**config.mk**
```make
export PLATFORM = sky130hd
export DESIGN_NAME = gpu_draw_engine
export DESIGN_NICKNAME = d
export VERILOG_FILES = /design/src/rtl/gpu_pkg.sv /design/src/rtl/gpu_cmd_fifo.sv /design/src/rtl/gpu_draw_engine.sv
export SDC_FILE = /design/constraint.sdc
export NUM_CORES = 1
export LEC_CHECK = 0
export CORE_ASPECT_RATIO = 0.75
export CORE_UTILIZATION = 45
export CTS_BUF_LIST = sky130_fd_sc_hd__clkbuf_8
export DETAILED_ROUTE_END_ITERATION = 10
export HOLD_SLACK_MARGIN = 0.15
export SYNTH_ARGS = -nofsm -noshare
export SYNTH_HDL_FRONTEND = slang
export SYNTH_SLANG_ARGS = --single-unit
```
**constraint.sdc**
```tcl
create_clock -name clk -period 6 [get_ports clk]
set_clock_uncertainty 0.05 [all_clocks]
set_input_delay 0.9 -clock clk [delete_from_list [all_inputs] [get_ports clk]]
set_output_delay 0.9 -clock clk [all_outputs]
set_load 0.02 [all_outputs]
```
**src/rtl/gpu_pkg.sv**
```systemverilog
// Shared opcodes, command-word field offsets and engine states for gpu_draw_engine.
// FILL_RECT is a legal opcode only when GPU_RECT_FILL_EN is defined.
package gpu_pkg;

  typedef enum logic [3:0] {
    OP_SET_XY1   = 4'b0001,
    OP_SET_XY2   = 4'b0010,
    OP_DRAW_LINE = 4'b0100,
    OP_FILL_RECT = 4'b1000
  } opcode_e;

  localparam int X_LSB  = 0;
  localparam int Y_LSB  = 12;
  localparam int G_LSB  = 8;
  localparam int B_LSB  = 16;
  localparam int OP_LSB = 28;

  typedef enum logic [2:0] {
    S_IDLE,
    S_DECODE,
    S_LINE_SETUP,
    S_LINE,
    S_RECT_SETUP,
    S_RECT
  } state_e;

  function automatic logic is_legal_op(input logic [3:0] op);
    case (op)
      OP_SET_XY1, OP_SET_XY2, OP_DRAW_LINE: return 1'b1;
`ifdef GPU_RECT_FILL_EN
      OP_FILL_RECT:                         return 1'b1;
`endif
      default:                              return 1'b0;
    endcase
  endfunction

endpackage

```
**src/rtl/gpu_cmd_fifo.sv**
```systemverilog
// Synchronous command FIFO with full/empty flags; read data is the current head word.
module gpu_cmd_fifo #(
  parameter int DATA_BITS = 32,
  parameter int DEPTH     = 4
) (
  input  logic                 clk,
  input  logic                 rst,
  input  logic                 push,
  input  logic                 pop,
  input  logic [DATA_BITS-1:0] wdata,
  output logic [DATA_BITS-1:0] rdata,
  output logic                 full,
  output logic                 empty
);

  localparam int PTR_BITS = $clog2(DEPTH);

  logic [DATA_BITS-1:0] mem [DEPTH];
  logic [PTR_BITS:0]    wr_ptr;
  logic [PTR_BITS:0]    rd_ptr;

  assign empty = (wr_ptr == rd_ptr);
  assign full  = (wr_ptr[PTR_BITS] != rd_ptr[PTR_BITS]) &&
                 (wr_ptr[PTR_BITS-1:0] == rd_ptr[PTR_BITS-1:0]);
  assign rdata = mem[rd_ptr[PTR_BITS-1:0]];

  always_ff @(posedge clk) begin
    if (rst) begin
      wr_ptr <= '0;
      rd_ptr <= '0;
    end else begin
      if (push && !full) wr_ptr <= wr_ptr + 1'b1;
      if (pop && !empty) rd_ptr <= rd_ptr + 1'b1;
    end
  end

  // NOTE: storage is not reset; the pointers alone decide which words are valid.
  always_ff @(posedge clk) begin
    if (push && !full) mem[wr_ptr[PTR_BITS-1:0]] <= wdata;
  end

endmodule

```
**src/rtl/gpu_draw_engine.sv**
```systemverilog
// Queued GPU draw engine: APB command port -> FIFO -> Bresenham line / rectangle fill pixel stream.
// Rectangle fill is built only when GPU_RECT_FILL_EN is defined.
module gpu_draw_engine
  import gpu_pkg::*;
#(
  parameter int WIDTH_BITS   = 10,
  parameter int HEIGHT_BITS  = 9,
  parameter int CHANNEL_BITS = 8,
  parameter int FIFO_DEPTH   = 4
) (
  input  logic                    clk,
  input  logic                    rst,
  input  logic [31:0]             pAddr_i,
  input  logic [31:0]             pDataWrite_i,
  input  logic                    pSel_i,
  input  logic                    pEnable_i,
  input  logic                    pWrite_i,
  output logic                    pReady_o,
  output logic                    pSlvErr_o,
  output logic [WIDTH_BITS-1:0]   x_o,
  output logic [HEIGHT_BITS-1:0]  y_o,
  output logic [CHANNEL_BITS-1:0] r_o,
  output logic [CHANNEL_BITS-1:0] g_o,
  output logic [CHANNEL_BITS-1:0] b_o,
  output logic                    pixel_valid_o,
  input  logic                    pixel_ready_i,
  output logic                    busy_o
);

  localparam int ERR_BITS = ((WIDTH_BITS > HEIGHT_BITS) ? WIDTH_BITS : HEIGHT_BITS) + 2;

  logic        fifo_full, fifo_empty, push, pop, access, handshake;
  logic [31:0] fifo_data, cmd;
  state_e      state, state_next;
  opcode_e     cmd_op;

  logic [WIDTH_BITS-1:0]  x1, x2, cur_x;
  logic [HEIGHT_BITS-1:0] y1, y2, cur_y;
  logic                   sx_neg, sy_neg, step_x, step_y, line_done;
  logic signed [ERR_BITS-1:0] dx, dy, err, err_next, dx_abs, dy_abs, dy_neg;
  logic signed [ERR_BITS:0]   e2, dx_ext, dy_ext;

  // Bits of the address and command word that carry no meaning here.
  logic unused_bits;
  assign unused_bits = ^{pAddr_i, cmd};

  assign access    = pSel_i & pEnable_i & pWrite_i & pReady_o;
  assign push      = access & is_legal_op(pDataWrite_i[OP_LSB +: 4]);
  assign pSlvErr_o = access & !is_legal_op(pDataWrite_i[OP_LSB +: 4]);
  assign pReady_o  = !fifo_full;
  assign busy_o    = (state != S_IDLE) | !fifo_empty;

  gpu_cmd_fifo #(
    .DATA_BITS (32),
    .DEPTH     (FIFO_DEPTH)
  ) u_fifo (
    .clk   (clk),
    .rst   (rst),
    .push  (push),
    .pop   (pop),
    .wdata (pDataWrite_i),
    .rdata (fifo_data),
    .full  (fifo_full),
    .empty (fifo_empty)
  );

  assign cmd_op = opcode_e'(cmd[OP_LSB +: 4]);
  assign x_o    = cur_x;
  assign y_o    = cur_y;

  // Line setup terms and one Bresenham step from the current error.
  assign dx_abs    = (x2 >= x1) ? ERR_BITS'(x2 - x1) : ERR_BITS'(x1 - x2);
  assign dy_abs    = (y2 >= y1) ? ERR_BITS'(y2 - y1) : ERR_BITS'(y1 - y2);
  assign dy_neg    = -dy_abs;
  assign e2        = {err, 1'b0};
  assign dx_ext    = dx;
  assign dy_ext    = dy;
  assign step_x    = (e2 >= dy_ext);
  assign step_y    = (e2 <= dx_ext);
  assign line_done = (cur_x == x2) && (cur_y == y2);

  always_comb begin
    err_next = err;
    if (step_x) err_next = err_next + dy;
    if (step_y) err_next = err_next + dx;
  end

`ifdef GPU_RECT_FILL_EN
  logic [WIDTH_BITS-1:0]  x_lo, x_hi;
  logic [HEIGHT_BITS-1:0] y_lo, y_hi;
  logic                   rect_done;
  assign rect_done     = (cur_x == x_hi) && (cur_y == y_hi);
  assign pixel_valid_o = (state == S_LINE) || (state == S_RECT);
`else
  assign pixel_valid_o = (state == S_LINE);
`endif
  assign handshake = pixel_valid_o & pixel_ready_i;

  always_ff @(posedge clk) begin
    if (rst) state <= S_IDLE;
    else     state <= state_next;
  end

  always_comb begin
    // NOTE: defaults first, so no path through the case leaves a latch behind.
    state_next = state;
    pop        = 1'b0;
    case (state)
      S_IDLE: if (!fifo_empty) begin
        pop        = 1'b1;
        state_next = S_DECODE;
      end
      S_DECODE: begin
        if (cmd_op == OP_DRAW_LINE) state_next = S_LINE_SETUP;
`ifdef GPU_RECT_FILL_EN
        else if (cmd_op == OP_FILL_RECT) state_next = S_RECT_SETUP;
`endif
        else state_next = S_IDLE;
      end
      S_LINE_SETUP: state_next = S_LINE;
      S_LINE:       if (handshake && line_done) state_next = S_IDLE;
`ifdef GPU_RECT_FILL_EN
      S_RECT_SETUP: state_next = S_RECT;
      S_RECT:       if (handshake && rect_done) state_next = S_IDLE;
`endif
      default:      state_next = S_IDLE;
    endcase
  end

  // NOTE: non-blocking assignments so every register updates from pre-edge values.
  always_ff @(posedge clk) begin
    if (rst) begin
      cmd    <= '0;
      x1     <= '0;
      y1     <= '0;
      x2     <= '0;
      y2     <= '0;
      cur_x  <= '0;
      cur_y  <= '0;
      dx     <= '0;
      dy     <= '0;
      err    <= '0;
      sx_neg <= 1'b0;
      sy_neg <= 1'b0;
      r_o    <= '0;
      g_o    <= '0;
      b_o    <= '0;
`ifdef GPU_RECT_FILL_EN
      x_lo   <= '0;
      x_hi   <= '0;
      y_lo   <= '0;
      y_hi   <= '0;
`endif
    end else begin
      case (state)
        S_IDLE: if (pop) cmd <= fifo_data;
        S_DECODE: begin
          case (cmd_op)
            OP_SET_XY1: begin
              x1 <= cmd[X_LSB +: WIDTH_BITS];
              y1 <= cmd[Y_LSB +: HEIGHT_BITS];
            end
            OP_SET_XY2: begin
              x2 <= cmd[X_LSB +: WIDTH_BITS];
              y2 <= cmd[Y_LSB +: HEIGHT_BITS];
            end
            default: begin
              r_o <= cmd[0 +: CHANNEL_BITS];
              g_o <= cmd[G_LSB +: CHANNEL_BITS];
              b_o <= cmd[B_LSB +: CHANNEL_BITS];
            end
          endcase
        end
        S_LINE_SETUP: begin
          cur_x  <= x1;
          cur_y  <= y1;
          dx     <= dx_abs;
          dy     <= dy_neg;
          err    <= dx_abs + dy_neg;
          sx_neg <= (x2 < x1);
          sy_neg <= (y2 < y1);
        end
        S_LINE: if (handshake && !line_done) begin
          if (step_x) cur_x <= sx_neg ? cur_x - 1'b1 : cur_x + 1'b1;
          if (step_y) cur_y <= sy_neg ? cur_y - 1'b1 : cur_y + 1'b1;
          err <= err_next;
        end
`ifdef GPU_RECT_FILL_EN
        S_RECT_SETUP: begin
          x_lo  <= (x1 < x2) ? x1 : x2;
          x_hi  <= (x1 < x2) ? x2 : x1;
          y_lo  <= (y1 < y2) ? y1 : y2;
          y_hi  <= (y1 < y2) ? y2 : y1;
          cur_x <= (x1 < x2) ? x1 : x2;
          cur_y <= (y1 < y2) ? y1 : y2;
        end
        S_RECT: if (handshake && !rect_done) begin
          if (cur_x == x_hi) begin
            cur_x <= x_lo;
            cur_y <= cur_y + 1'b1;
          end else begin
            cur_x <= cur_x + 1'b1;
          end
        end
`endif
        default: ;
      endcase
    end
  end

endmodule

```
==> run_results.csv <==
group,metric,value,unit
job,max-cap-violations,0,
clock_network,clk_path_buf_depth,3,
sta,setup_ws,604,ps
cells_and_area,post-route-util,0.524,
hold_path,hold_end,"cmd[21]",
setup_path,cp_data_required_time,6370,ps
cells_and_area,register_area,6450,um^2
clock_network,clkTransAtPathRegs,60,ps
hold_path,min_path_cells,2,
routing,vias,11300,
global_route,grt_pass1_vias,10900,
hold_path,hp-start,"cmd[21]",
routing,drc_errors,0,
routing,first_iter_violations,755,
sta,fmax,185,MHz
cells_and_area,fill_cells,2973,
routing,antenna_left,0,
placement,gp_congestion,0.867,
synthesis,ys_types,69,
synthesis,synthesis.area,14800,um^2
synthesis,yosys_warnings,0,
sta,tns,0,ps
synthesis,synth-compound-area-share,0.143,
clock_network,cts_sinks,266,
global_route,overflow,0,
floorplanning,die_h,159,um
routing,drt-pass1-iter-count,5,
sta,slew_violations,0,
synthesis,synth_top_family_by_area,"compound AO/OA/AOI/OAI gates",
clock_network,clock_latency,580,ps
synthesis,synthMuxAreaShare,0.0819,
setup_path,crit_fanout,18,
placement,dpl.cell_count,2010,
sta,worstMarginPinSlew,1100,ps
floorplanning,boundaryPins,117,
synthesis,synth_edf_count,112,
global_route,grt_pass1_wl,60.3,mm
synthesis,synthSimpleGateAreaFrac,0.132,
global_route,grt_max_degree,88,
placement,portBuffers,80,
setup_path,worstRegToRegCells,24,
cells_and_area,drive_gt1_frac,0.0826,
floorplanning,die_area,33700,um^2
clock_network,cts_hold_buf,0,
cells_and_area,layout_common_cells,"nand2_1 (213), a21oi_1 (155), dfxtp_1 (153)",
cells_and_area,multi_input_area,7720,um^2
sta,slew_headroom,0.265,
synthesis,synth_seq_area_share,0.434,
power,power_density,263,nW/um^2
clock_network,cts-resized-gates,0,
power,peakVddDrop,0.000166,V
clock_network,cts_root_buffer,"clkbuf_8",
synthesis,syn_avg_cell_area,9.66,um^2
global_route,antenna_found_initial,0,
sta,report.final.setup_viol,0,
cells_and_area,final_common_cell,"nand2_1",
cells_and_area,fin_nets,1808,
synthesis,synth_nets,1732,
routing,drt_wl_total,37.5,mm
floorplanning,num_rows,57,
sta,hold_slack,409,ps
clock_network,cts_setup_buffers,0,
placement,dp_hpwl,26.7,mm
clock_network,cts_max_level,2,
setup_path,crit_type,"reg -> reg",
clock_network,cts_tree,"done",
sta,fin_crit,5400,ps
synthesis,synthCells,1537,
cells_and_area,syn_to_final_growth,14.6,%
synthesis,synth-adder-area-share,0.110,
cells_and_area,diodes,0,
sta,rsz0062_at_grt,"false",
setup_path,end_kind,"flop",
setup_path,r2r_start,"dy[1]",
cells_and_area,fin_cells,2088,
floorplanning,design.core.area,32400,um^2
floorplanning,start_util,0.457,
synthesis,synth_ff_type,"dfxtp_1",
synthesis,asyncSetResetFlopFracSynth,0,
routing,wire_per_inst,18.0,um
clock_network,cts_buffers,43,
synthesis,synth-seq-cells,266,
setup_path,cp-start-kind,"flop",
global_route,grt_usage,0.228,
status,status,"completed",
placement,post-place-ws,634,ps
sta,timing_hold_violations_final,0,
routing,via_per_inst,5.39,
power,p_leak,6.48,nW
setup_path,r2r_slack,600,ps
synthesis,synth_xor_area_frac,0.0510,
hold_path,min_path_type,"reg -> reg",
setup_path,r2r_end,"err[10]",
sta,fin_crit_sh,0.899,
floorplanning,fp.dieW,212,um
setup_path,crit_arrival,5770,ps
==> area by class of cell <==
type	instances	area share
clock inverter	26	0.0102
multi-input combinational	1086	0.454
inverter	114	0.0251
clock buffer	52	0.0421
tap	442	0.0325
timing repair buffer	102	0.0573
sequential	266	0.379
==> routing by layer <==
metal	track usage	routed length (um)	vias to the layer above
met5	0	0	-
met4	0.0530	578	0
met3	0.0414	2060	44
met2	0.331	15900	244
met1	0.348	19000	5421
li1	-	-	5554
==> synth_stat cells (3+ instances only) <==
cell type | number | area (um^2)
a311oi_1 | 9 | 78.8
and2_1 | 7 | 43.8
a21boi_0 | 6 | 45.0
clkbuf_1 | 58 | 218
o21ai_0 | 40 | 200
a2111oi_0 | 3 | 26.3
fa_1 | 9 | 180
xnor2_1 | 41 | 359
o211ai_1 | 8 | 60.1
a21o_1 | 25 | 188
edfxtp_1 | 112 | 3360
nand2_1 | 213 | 800
mux2_2 | 12 | 135
o21bai_1 | 9 | 67.6
a21oi_1 | 156 | 781
o31ai_1 | 6 | 45.0
o21a_1 | 11 | 82.6
and3_1 | 8 | 50.1
nor3_1 | 17 | 85.1
nor2b_1 | 17 | 106
a31oi_1 | 7 | 43.8
dfxtp_1 | 154 | 3080
nand3b_1 | 4 | 30.0
nand3_1 | 17 | 85.1
mux2i_1 | 45 | 450
mux4_2 | 28 | 631
a221oi_1 | 3 | 26.3
xor2_1 | 41 | 359
nor2_1 | 131 | 492
ha_1 | 116 | 1450
nor3b_1 | 3 | 22.5
buf_1 | 4 | 15.0
a211oi_1 | 31 | 233
inv_1 | 113 | 424
nand4_1 | 9 | 56.3
nor4_1 | 6 | 37.5
nand2b_1 | 11 | 68.8
buf_2 | 8 | 40.0
==> stage by stage <==
| stage | instance area, um^2 | total power, mW |
|---|---|---|
| after global routing | 17000 | 4.70 |
| after CTS | 17000 | 4.53 |
| after floorplan | 14800 | 2.60 |
| after global placement | 16100 | 2.89 |
| after detailed placement | 16100 | 2.90 |
| final | 17000 | 4.48 |
==> critical path, cell delays in order, from the launching register on <==
cell and delay (ps):
dfxtp_1 350, inv_1 90, ha_1 290, nor2b_1 130
o21a_1 170, o21ai_0 230, a21oi_1 130, o31ai_1 440
a21oi_1 190, nor2_1 220, buf_12 190, mux2_2 360
ha_1 210, fa_1 410, a21o_1 170, a21oi_1 240
o21bai_1 100, a21oi_1 250, nor2b_1 90, o21a_1 200
o21a_1 190, a311oi_1 270, o31ai_1 120, nand3_1 100
o41ai_1 60
==> flip-flops by register name (all words and copies together), names as in the netlist, 3 cells and up <==
register,count
dy,12
u_fifo.wr_ptr,3
y_o,9
b_o,8
y1,9
dx,11
cmd,28
g_o,8
y2,9
x1,10
r_o,8
err,12
u_fifo.mem,112
x2,10
u_fifo.rd_ptr,3
x_o,10
==> worst max path at each step <==
stage | from | end
floorplan | dy[1] | err[11]
global placement | dy[1] | err[10]
detailed placement | dy[1] | err[10]
CTS | dy[1] | err[10]
global route | y1[1] | err[10]
finish | dy[1] | err[10]
==> kinds of logic (layout without fill, tap and decap cells) <==
family                     after synthesis  count (layout)
and+or+nand+nor                        452             452
xor gates and xnor gates                84              84
buffers and inverters                  185             294
AOI/OAI and AO/OA                      340             340
adders and majority gates              125             125
muxes                                   85              85
DFF                                    266             266
==> where the power goes <==
part	total [mW]	switching (mW)	internal (mW)
clock	1.62	0.745	0.876
combinational	0.794	0.464	0.329
sequential	2.07	0.106	1.96
total	4.48	1.32	3.17
No activity file was read; power rests on OpenSTA's default activity.
